--- config.mk ---
export PLATFORM = sky130hd
export DESIGN_NAME = seed_key_sched
export DESIGN_NICKNAME = d
export VERILOG_FILES = /design/src/rtl/seed_key_sched.sv
export SDC_FILE = /design/constraint.sdc
export NUM_CORES = 2
export LEC_CHECK = 0
export CAP_MARGIN = 20
export CORE_MARGIN = 3
export CORE_UTILIZATION = 40
export CTS_CLUSTER_DIAMETER = 80
export DETAILED_ROUTE_END_ITERATION = 6
export PLACE_DENSITY = 0.66
export REMOVE_ABC_BUFFERS = 1
export SETUP_SLACK_MARGIN = 0.15
export SLEW_MARGIN = 40
export SYNTH_ARGS = -nofsm -noshare
export SYNTH_HDL_FRONTEND = slang
export SYNTH_SLANG_ARGS = --single-unit
--- constraint.sdc ---
create_clock -name i_Clk -period 7.9 [get_ports i_Clk]
set_input_delay 1.185 -clock i_Clk [delete_from_list [all_inputs] [get_ports i_Clk]]
set_output_delay 1.185 -clock i_Clk [all_outputs]
set_load 0.01 [all_outputs]
--- src/rtl/seed_key_sched.sv ---
// -----------------------------------------------------------------------------
// seed_key_sched
//
// Purpose:
//   SEED round-key generator. On an accepted start it loads the 128-bit user
//   key and produces 16 64-bit round keys, one at a time. Each key is offered
//   to a downstream F-function stage with a valid/ready handshake.
//
// Ports:
//   i_Clk    - single clock; all state changes on the rising edge
//   i_Rst    - asynchronous, active-high reset
//   i_Key    - 128-bit user key K0||K1||K2||K3 (K0 = i_Key[127:96]); sampled
//              only when a start is accepted
//   i_Start  - start pulse; accepted only while idle or done
//   i_Ready  - downstream stage accepts the current round key
//   o_Key    - round key Ki,0||Ki,1 (Ki,0 in bits [63:32])
//   o_Valid  - o_Key and o_Round are valid
//   o_Round  - round index minus one (0..15)
//   o_Busy   - a schedule is in progress
//   o_Done   - all round keys of the current schedule have been accepted
// -----------------------------------------------------------------------------
module seed_key_sched #(
    parameter int ROUNDS = 16
) (
    input  logic         i_Clk,
    input  logic         i_Rst,
    input  logic [127:0] i_Key,
    input  logic         i_Start,
    input  logic         i_Ready,
    output logic [63:0]  o_Key,
    output logic         o_Valid,
    output logic [3:0]   o_Round,
    output logic         o_Busy,
    output logic         o_Done
);

    localparam logic [31:0] KC_INIT    = 32'h9E3779B9;
    localparam logic [3:0]  LAST_ROUND = 4'(ROUNDS - 1);

    localparam logic [7:0] M0 = 8'hFC;
    localparam logic [7:0] M1 = 8'hF3;
    localparam logic [7:0] M2 = 8'hCF;
    localparam logic [7:0] M3 = 8'h3F;

    // SEED 8-bit S-boxes, entry 0 first.
    localparam logic [0:255][7:0] SBOX1 = {
        128'hA985D6D3541DAC255D43181E51FCCA63,
        128'h2844209DE0E2C817A58F037BBB13D2EE,
        128'h708C3FA832DDF674EC950B575C5BBD01,
        128'h241C739810CCF2D92CE772839BD186C9,
        128'h6050A3EB0DB69E4FB75AC678A612AFD5,
        128'h61C3B441527D8D081F9900190453F7E1,
        128'hFD762F27B08B0EABA26E934D697C090A,
        128'hBFEFF3C58714FE64DE2E4B1A06216B66,
        128'h02F5928A0CB37ED07A4796E52680ADDF,
        128'hA13037AE36152238F4A7454C81E98497,
        128'h35CBCE3C7111C78975FBDAF8945982C4,
        128'hFF493967C0CFD7B80F8E4223916CDBA4,
        128'h34F148C26F3D2D40BE3EBCC1AABA4E55,
        128'h3BDC687F9CD84A5677A0ED46B52B65FA,
        128'hE3B9B19F5EF9E6B231EA6D5FE4F0CD88,
        128'h163A58D462290733E81B0579906A2A9A
    };

    localparam logic [0:255][7:0] SBOX2 = {
        128'h38E82DA6CFDEB3B8AF6055C7446F6B5B,
        128'hC36233B529A0E2A7D39111061CBC364B,
        128'hEF886CA817C416F4C245E1D63F3D8E98,
        128'h284EF63EA5F90DDFD82B667A272FF172,
        128'h42D441C07367AC8BF7AD801FCA2CAA34,
        128'hD20BEEE95D9418F857AE08C513CD86B9,
        128'hFF7DC131F58A6AB1D120D70222046871,
        128'h07DB9D9961BEE659DD5190DC9AA3ABD0,
        128'h810F471AE3EC8DBF967B5CA2A163234D,
        128'hC89E9C3A0C2EBA6E9F5AF292F34978CC,
        128'h15FB70757F351003646DC674D5B4EA09,
        128'h7619FE4012E0BD05FA01F02A5EA95643,
        128'h8514899BB0E5487997FC1E82218C1B5F,
        128'h7754B21D254F0046ED5852EB7EDAC9FD,
        128'h3095653CB6E4BB7C0E50392632846993,
        128'h37E724A4CB530A87D94C838FCE3B4AB7
    };

    // G function. Each substituted byte is spread over all four output bytes
    // through the rotating mask pattern, which is what the SS0..SS3 tables of
    // software implementations precompute.
    function automatic logic [31:0] seedG(input logic [31:0] x);
        logic [7:0] y0;
        logic [7:0] y1;
        logic [7:0] y2;
        logic [7:0] y3;
        y0 = SBOX1[x[7:0]];
        y1 = SBOX2[x[15:8]];
        y2 = SBOX1[x[23:16]];
        y3 = SBOX2[x[31:24]];
        seedG = {y0 & M3, y0 & M2, y0 & M1, y0 & M0}
              ^ {y1 & M0, y1 & M3, y1 & M2, y1 & M1}
              ^ {y2 & M1, y2 & M0, y2 & M3, y2 & M2}
              ^ {y3 & M2, y3 & M1, y3 & M0, y3 & M3};
    endfunction

    typedef enum logic [1:0] {
        IDLE = 2'd0,
        CALC = 2'd1,
        HOLD = 2'd2,
        DONE = 2'd3
    } state_t;

    state_t      r_State;
    state_t      w_NextState;

    logic [31:0] r_A;
    logic [31:0] r_B;
    logic [31:0] r_C;
    logic [31:0] r_D;
    logic [31:0] r_Kc;
    logic [3:0]  r_Round;
    logic [63:0] r_Key;
    logic        r_Valid;

    logic        w_Load;
    logic        w_Calc;
    logic        w_Advance;
    logic [31:0] w_T0;
    logic [31:0] w_T1;
    logic [63:0] w_AbRot;
    logic [63:0] w_CdRot;

    assign w_T0 = r_A + r_C - r_Kc;
    assign w_T1 = r_B - r_D + r_Kc;

    // A||B rotated right by 8 and C||D rotated left by 8.
    assign w_AbRot = {r_B[7:0], r_A, r_B[31:8]};
    assign w_CdRot = {r_C[23:0], r_D, r_C[31:24]};

    always_ff @(posedge i_Clk or posedge i_Rst) begin
        if (i_Rst) begin
            r_State <= IDLE;
        end else begin
            r_State <= w_NextState;
        end
    end

    always_comb begin
        w_NextState = r_State;
        w_Load      = 1'b0;
        w_Calc      = 1'b0;
        w_Advance   = 1'b0;
        case (r_State)
            IDLE, DONE: begin
                if (i_Start) begin
                    w_Load      = 1'b1;
                    w_NextState = CALC;
                end
            end
            CALC: begin
                w_Calc      = 1'b1;
                w_NextState = HOLD;
            end
            HOLD: begin
                if (i_Ready) begin
                    w_Advance   = 1'b1;
                    w_NextState = (r_Round == LAST_ROUND) ? DONE : CALC;
                end
            end
            default: begin
                w_NextState = IDLE;
            end
        endcase
    end

    // Key state, round counter and output registers. The counter holds at
    // the last round once the schedule completes so o_Round reads 15 in DONE;
    // only a new start returns it to 0.
    always_ff @(posedge i_Clk or posedge i_Rst) begin
        if (i_Rst) begin
            r_A     <= '0;
            r_B     <= '0;
            r_C     <= '0;
            r_D     <= '0;
            r_Kc    <= '0;
            r_Round <= '0;
            r_Key   <= '0;
            r_Valid <= 1'b0;
        end else if (w_Load) begin
            r_A     <= i_Key[127:96];
            r_B     <= i_Key[95:64];
            r_C     <= i_Key[63:32];
            r_D     <= i_Key[31:0];
            r_Kc    <= KC_INIT;
            r_Round <= '0;
            r_Valid <= 1'b0;
        end else if (w_Calc) begin
            r_Key   <= {seedG(w_T0), seedG(w_T1)};
            r_Valid <= 1'b1;
        end else if (w_Advance) begin
            // r_Round is zero-based, so an even value means an odd round.
            if (!r_Round[0]) begin
                {r_A, r_B} <= w_AbRot;
            end else begin
                {r_C, r_D} <= w_CdRot;
            end
            r_Kc <= {r_Kc[30:0], r_Kc[31]};
            if (r_Round != LAST_ROUND) begin
                r_Round <= r_Round + 4'd1;
            end
            r_Valid <= 1'b0;
        end
    end

    assign o_Key   = r_Key;
    assign o_Valid = r_Valid;
    assign o_Round = r_Round;
    assign o_Busy  = (r_State == CALC) || (r_State == HOLD);
    assign o_Done  = (r_State == DONE);

endmodule

* Word-level counts from Yosys, hierarchy flattened
Memories as Yosys holds them, arrays and structs flattened.
Cells that the tools add are included.
** Storage, ports and cells
- ROM bits :: 16384
- Memories kept :: 8
- Input port bits :: 132
- Word-level logic and storage cells :: 118
- Output and inout bits :: 71
- Bits in registers :: 231
** Memories
- (name not given) :: words 256, width 8, rd ports 1, clocked after memory_dff 0, wr ports 0, line 95 : y3 = SBOX2[x[31:24]];
- (name not given) :: words 256, width 8, rd ports 1, clocked after memory_dff 0, wr ports 0, line 94 : y2 = SBOX1[x[23:16]];
- (name not given) :: words 256, width 8, rd ports 1, clocked after memory_dff 0, wr ports 0, line 93 : y1 = SBOX2[x[15:8]];
- (name not given) :: words 256, width 8, rd ports 1, clocked after memory_dff 0, wr ports 0, line 92 : y0 = SBOX1[x[7:0]];
- (name not given) :: words 256, width 8, rd ports 1, clocked after memory_dff 0, wr ports 0, line 95
- (name not given) :: words 256, width 8, rd ports 1, clocked after memory_dff 0, wr ports 0, line 94
- +2 memories
** Cells by class
- Bitwise gates (word level) :: 15
- Mux-type cells :: 51
- Add/sub/neg operators :: 5
- $lt $le $gt $ge :: 8
- Reductions and logical operators :: 13
- Equal/unequal tests :: 9
** Operators with widths (number)
- 32-bit two-way mux :: 19
- 8-bit two-way mux :: 16
- 32-bit XOR :: 4
- 9-bit greater-or-equal comparator (second input constant) :: 8
- 8-bit NOT with 9-bit output :: 8
- 32-bit adder :: 2
- 32-bit subtractor :: 2
- 30-bit by 32-bit XOR with 32-bit output :: 2
- 4-bit two-way mux :: 4
- 3-bit AND reduction :: 3
- 1-bit two-way mux :: 8
- 2-bit two-way mux :: 3
- 2-bit != test (second input constant) :: 3
- 2-bit one-hot mux with 3 select lines :: 1
- 2-bit AND reduction :: 3
- 2-bit nonzero test :: 3
- 4-bit by 1-bit adder with 4-bit output (second input constant) :: 1
- 2-bit == test (second input constant) :: 2
- 4-bit == test (second input constant) :: 1
- 4-bit != test (second input constant) :: 1
- 3-bit nonzero test :: 1
- 2-bit by 1-bit == test with 1-bit output (second input constant) :: 1
- 2-bit zero test :: 1
- 2-bit by 1-bit != test with 1-bit output (second input constant) :: 1
- other kinds (3) :: 3

* Depth between registers and ports, before layout
- Depth in word-level cells :: 9
- Depth in mapped cells :: 25
- Mapped depth without buffers :: 24

* Least setup slack after synthesis
Ideal clock, no wire load.
- Path kind :: register to register
- Start :: register r_B[4]
- End :: register r_Key[11], in the netlist o_Key[11]
- Setup time :: 125 ps
- Setup slack :: 2022 ps
- Arrival :: 5753 ps
- Buffers on the path :: 2
- Data required time :: 7775 ps
- Period minus slack after synthesis :: 5878 ps
- Stages on the path, launching flop included :: 24
- Cell sequence :: dfrtp_1 inv_1 fa_1 inv_1 ha_1 buf_2 a21oi_1 nand2_1 o21ai_0 a21oi_1 nor2_1 clkinv_1 ha_1 clkbuf_1 inv_1 a21oi_1 o31a_1 o21ai_0 o311ai_0 and3_1 or4_1 xor2_1 xnor2_1 mux2_2
** Between the ends
- Cells in the longest elaborated chain, start to end :: 9
- Elaborated cells between the ends (all ways) :: 17
- Classes of those cells :: add/sub: 2; mux: 6; bitwise: 6; memory: 3
** Ends and longest elaborated chain
- start: declaration :: line 113 : logic [31:0] r_B;
- start signal: assignment :: line 187 : r_B <= i_Key[95:64];
- start signal: assignment :: line 199 : {r_A, r_B} <= w_AbRot;
- 32-bit subtractor * :: line 130 : assign w_T1 = r_B - r_D + r_Kc;
- 32-bit adder * :: line 130
- 8-bit NOT with 9-bit output (implied by the code) :: line 93
- memory read 256 x 8 bit
- 8-bit two-way mux (implied by the code) (2 in series) :: line 93
- 30-bit by 32-bit XOR with 32-bit output :: line 97 : ^ {y1 & M0, y1 & M3, y1 & M2, y1 & M1}
- 32-bit XOR :: line 98 : ^ {y2 & M1, y2 & M0, y2 & M3, y2 & M2}
- 32-bit XOR * :: line 99 : ^ {y3 & M2, y3 & M1, y3 & M0, y3 & M3};
- end signal: assignment :: line 194 : r_Key <= {seedG(w_T0), seedG(w_T1)};
- end: declaration :: line 118 : logic [63:0] r_Key;
Mark *: on every way between the ends. The rest lies on a longest branch, timed or not. The select of a mux whose other input is x is not followed.
A chain may end at the register's enable or synchronous reset.

* Worst setup path in the final report
- Start :: register r_Kc[0]
- End :: register r_Key[24], in the netlist o_Key[24]
** Between the ends
- Cells in the longest elaborated chain, start to end :: 8
- Elaborated cells between the ends (all ways) :: 16
- Classes of those cells :: add/sub: 1; mux: 6; bitwise: 6; memory: 3
** Ends and longest elaborated chain
- start: declaration :: line 116 : logic [31:0] r_Kc;
- start signal: assignment :: line 203 : r_Kc <= {r_Kc[30:0], r_Kc[31]};
- 32-bit adder * :: line 130
- 8-bit NOT with 9-bit output (implied by the code) :: line 92
- memory read 256 x 8 bit
- 8-bit two-way mux (implied by the code) (2 in series) :: line 92
- 30-bit by 32-bit XOR with 32-bit output :: line 97
- 32-bit XOR :: line 98
- 32-bit XOR * :: line 99
Marked as above.

==> flow_summary.yaml <==
status:
  outcome: "finished, violations left"
  violations: "design-rule violations"
floorplanning:
  die_x_um: 334
  fp.dieH_um: 334
  rows: 119
  start_util_pct: 40.6
  core-area_um2: 106000
  ios: 203
  dieArea_um2: 112000
finish:
  layout_commonest_cell: "nand2_1"
  final_cell_mix: "776 x nand2_1, 639 x nor2_1, 513 x o21ai_0"
  drive_gt1_share_pct: 9.68
  final_nets: 6721
  area_growth_pct: 12.4
clock_tree:
  clockBufferDepth: 3
  cts_setup_buffers: 0
  cts_root_buf: "clkbuf_16"
  path_clk_slew_ps: 70
  cts_sinks: 231
  cts_tree: "done"
  cts_resized: 0
  hold_buffers: 0
  clock_latency_ps: 630
  htree_levels: 1
  cts_buffers: 31
yosys:
  synth.avg_cell_area_um2: 6.70
  syn_inst: 6431
  ys_seq_elements: 231
  synth_edf_count: 0
  ys.warnings.count: 0
  ys.flop_type: "dfrtp_1"
  synth_fa_ha_area_share_pct: 8.17
  synth_xor_area_share_pct: 3.08
  synthMuxAreaShare_pct: 2.12
  synthSimpleGateAreaFrac_pct: 22.8
  yosysTopAreaCellShare_pct: 13.4
  synth_top_family_by_area: "compound AO/OA/AOI/OAI gates"
  yosysUniqueCellTypes: 124
  synth_compound_area_share_pct: 41.3
  async_flop_share_pct: 100
  synth_top_area_cell: "dfrtp_1"
  ys_top_cells_by_area: "dfrtp_1 13%, nand2_1 6.8%, o21ai_0 6.0%, a21oi_1 6.0%, nor2_1 5.6%"
  netlist_area_um2: 43100
  seq_area_frac_synth_pct: 13.4
detailed_routing:
  dr_total_vias: 57444
  routed_wl_um: 249000
  drtPass1Iterations: 7
  drtAntennaViolNets: 0
  wl_met1_um: 96100
  routed-wl-met3_um: 35500
  via_per_inst: 7.39
  first_iter_violations: 10950
  wl_met2_um: 101000
  wl_per_cell_um: 32.1
  drc: 85
  top_layer: "met5"
worst_setup_path:
  cp_common_cell: "inv_1"
  worstPathArrival_ps: 8200
  start_kind: "flip-flop"
  worstPathRequired_ps: 8430
  cp_top_family: "compound AO/OA/AOI/OAI gates"
  cp_slowest_cell: "a211oi_1"
  endpoint_kind: "flip-flop"
  critPathBufInv: 6
  timing_worst_setup_path_type: "reg2reg"
  critPathMaxFanout: 12
  cp_cell_sequence: "inv_1, ha_1, inv_1, ha_1, inv_1, fa_1, and2b_1, o211ai_2, a211o_1, a211oi_1, buf_4, nor4_1, nor2_1, inv_1, ha_1, nor2_1, nor3_1, a211oi_1, a21oi_1, a211oi_1, buf_4, nor2_1, or3_1, a31oi_1"
  slowest_delay_ps: 680
sta:
  whs_ps: 495
  max_freq_ghz: 0.130
  clock_skew_ps: 28.9
  maxSlewViolCount: 0
  rsz0062_at_grt: "no"
  fin_crit_sh_pct: 97.1
  finalSetupViolCount: 0
  slew_headroom_pct: 38.1
  worst_pin_slew_ps: 929
  period_needed_ps: 7670
  hold_viol_final: 0
global_route:
  grt_first_pass_wirelength_um: 363000
  grt-ovfl-total: 0
  grt_max_degree: 120
  grt.total_usage_pct: 42.2
  antenna_found_initial: 9
  first_global_vias: 52621
place:
  hpwlAfterDp_um: 183000
  globalplace.congestion: 1.05
  io_buffers: 202
job:
  maxCapViolCount: 0
worst_hold_path:
  hold_class: "reg2reg"
==> final timing paths <==
check / startpoint / to / slack, ps / cells after the start
worst max-delay path: r_Kc[0] / o_Key[24] / 230 / 24
worst min-delay path: o_Key[18] / o_Key[18] / 490 / 2
worst max register to register: r_Kc[0] / o_Key[24] / 230 / 24
worst min register to register: o_Key[18] / o_Key[18] / 490 / 2
max in group asynchronous: i_Rst / o_Key[15] / 5450 / 3
min in group asynchronous: i_Rst / o_Key[41] / 1050 / 2
==> per-layer routing <==
metal | vias up | GRT usage [%]
met5 | - | 0
met4 | 6 | 20.7
met3 | 1170 | 13.4
met2 | 5095 | 61.2
met1 | 27047 | 56.4
li1 | 24126 | -
==> worst reg2reg max path, cell delays in order, from the launching register on <==
cell and delay, ps:
dfrtp_1 490, inv_1 140, ha_1 290, inv_1 50, ha_1 160, inv_1 70, fa_1 480, and2b_1 270
o211ai_2 200, a211o_1 390, a211oi_1 510, buf_4 250, nor4_1 90, nor2_1 540, inv_1 310, ha_1 440
nor2_1 630, nor3_1 150, a211oi_1 410, a21oi_1 130, a211oi_1 680, buf_4 280, nor2_1 80, or3_1 390
a31oi_1 180
==> kinds of logic (layout without fill, tap and decap cells) <==
kind of cell	Yosys count	in the layout
mux	73	73
xor+xnor	140	140
fa+ha+maj	242	242
buf+inv	963	904
other cells	0	5
simple gates	2176	2176
compound gates	2606	2606
flops	231	231
==> metrics by stage <==
stage	util (%)	instances	setup slack (ps)	TNS, ps	cell area [um^2]
after global routing	45.6	7763	252	0	48400
after floorplan	-	5785	-853	-72550	40300
after detailed placement	44.5	7705	762	0	47200
after global placement	44.3	7698	688	0	47000
after CTS	45.5	7762	737	0	48300
final	45.6	7768	228	0	48500
==> Yosys cell counts (all sizes together) (33+ instances only) <==
cell     instances
inv            312
and3            43
and2            34
clkbuf         427
o2111ai         40
o221ai          70
nand3          202
nor3           197
o311ai          76
a21oi          520
nor4            50
a21o            52
o22ai           60
dfrtp          231
xnor2           87
a2111oi         47
fa              66
ha             175
a211o           36
xor2            46
nand2          780
nand4           65
mux2i           33
buf            219
o21ai          541
a311oi          85
a211oi         142
o211ai         180
o31ai           65
a31oi          267
a221oi          70
nor2           652
==> sequential cells by signal (all words and copies together), names as in the netlist <==
name     flops
o_Valid      1
r_B         32
r_State      2
r_A         32
o_Round      4
r_Kc        32
r_D         32
r_C         32
o_Key       64
==> area by class of cell <==
class / count / area, um^2
clock inverter: 15 / 195
fill: 11060 / 57700
clock buffer: 42 / 907
tap: 1391 / 1740
timing repair buffer: 530 / 4610
multi-input combinational: 5237 / 34000
sequential: 231 / 5780
inverter: 317 / 1200
antenna: 5 / 12.5
Power is left out: the tool's default activity adds up to more than one toggle a clock period on the data nets, which glitch-free logic cannot reach.
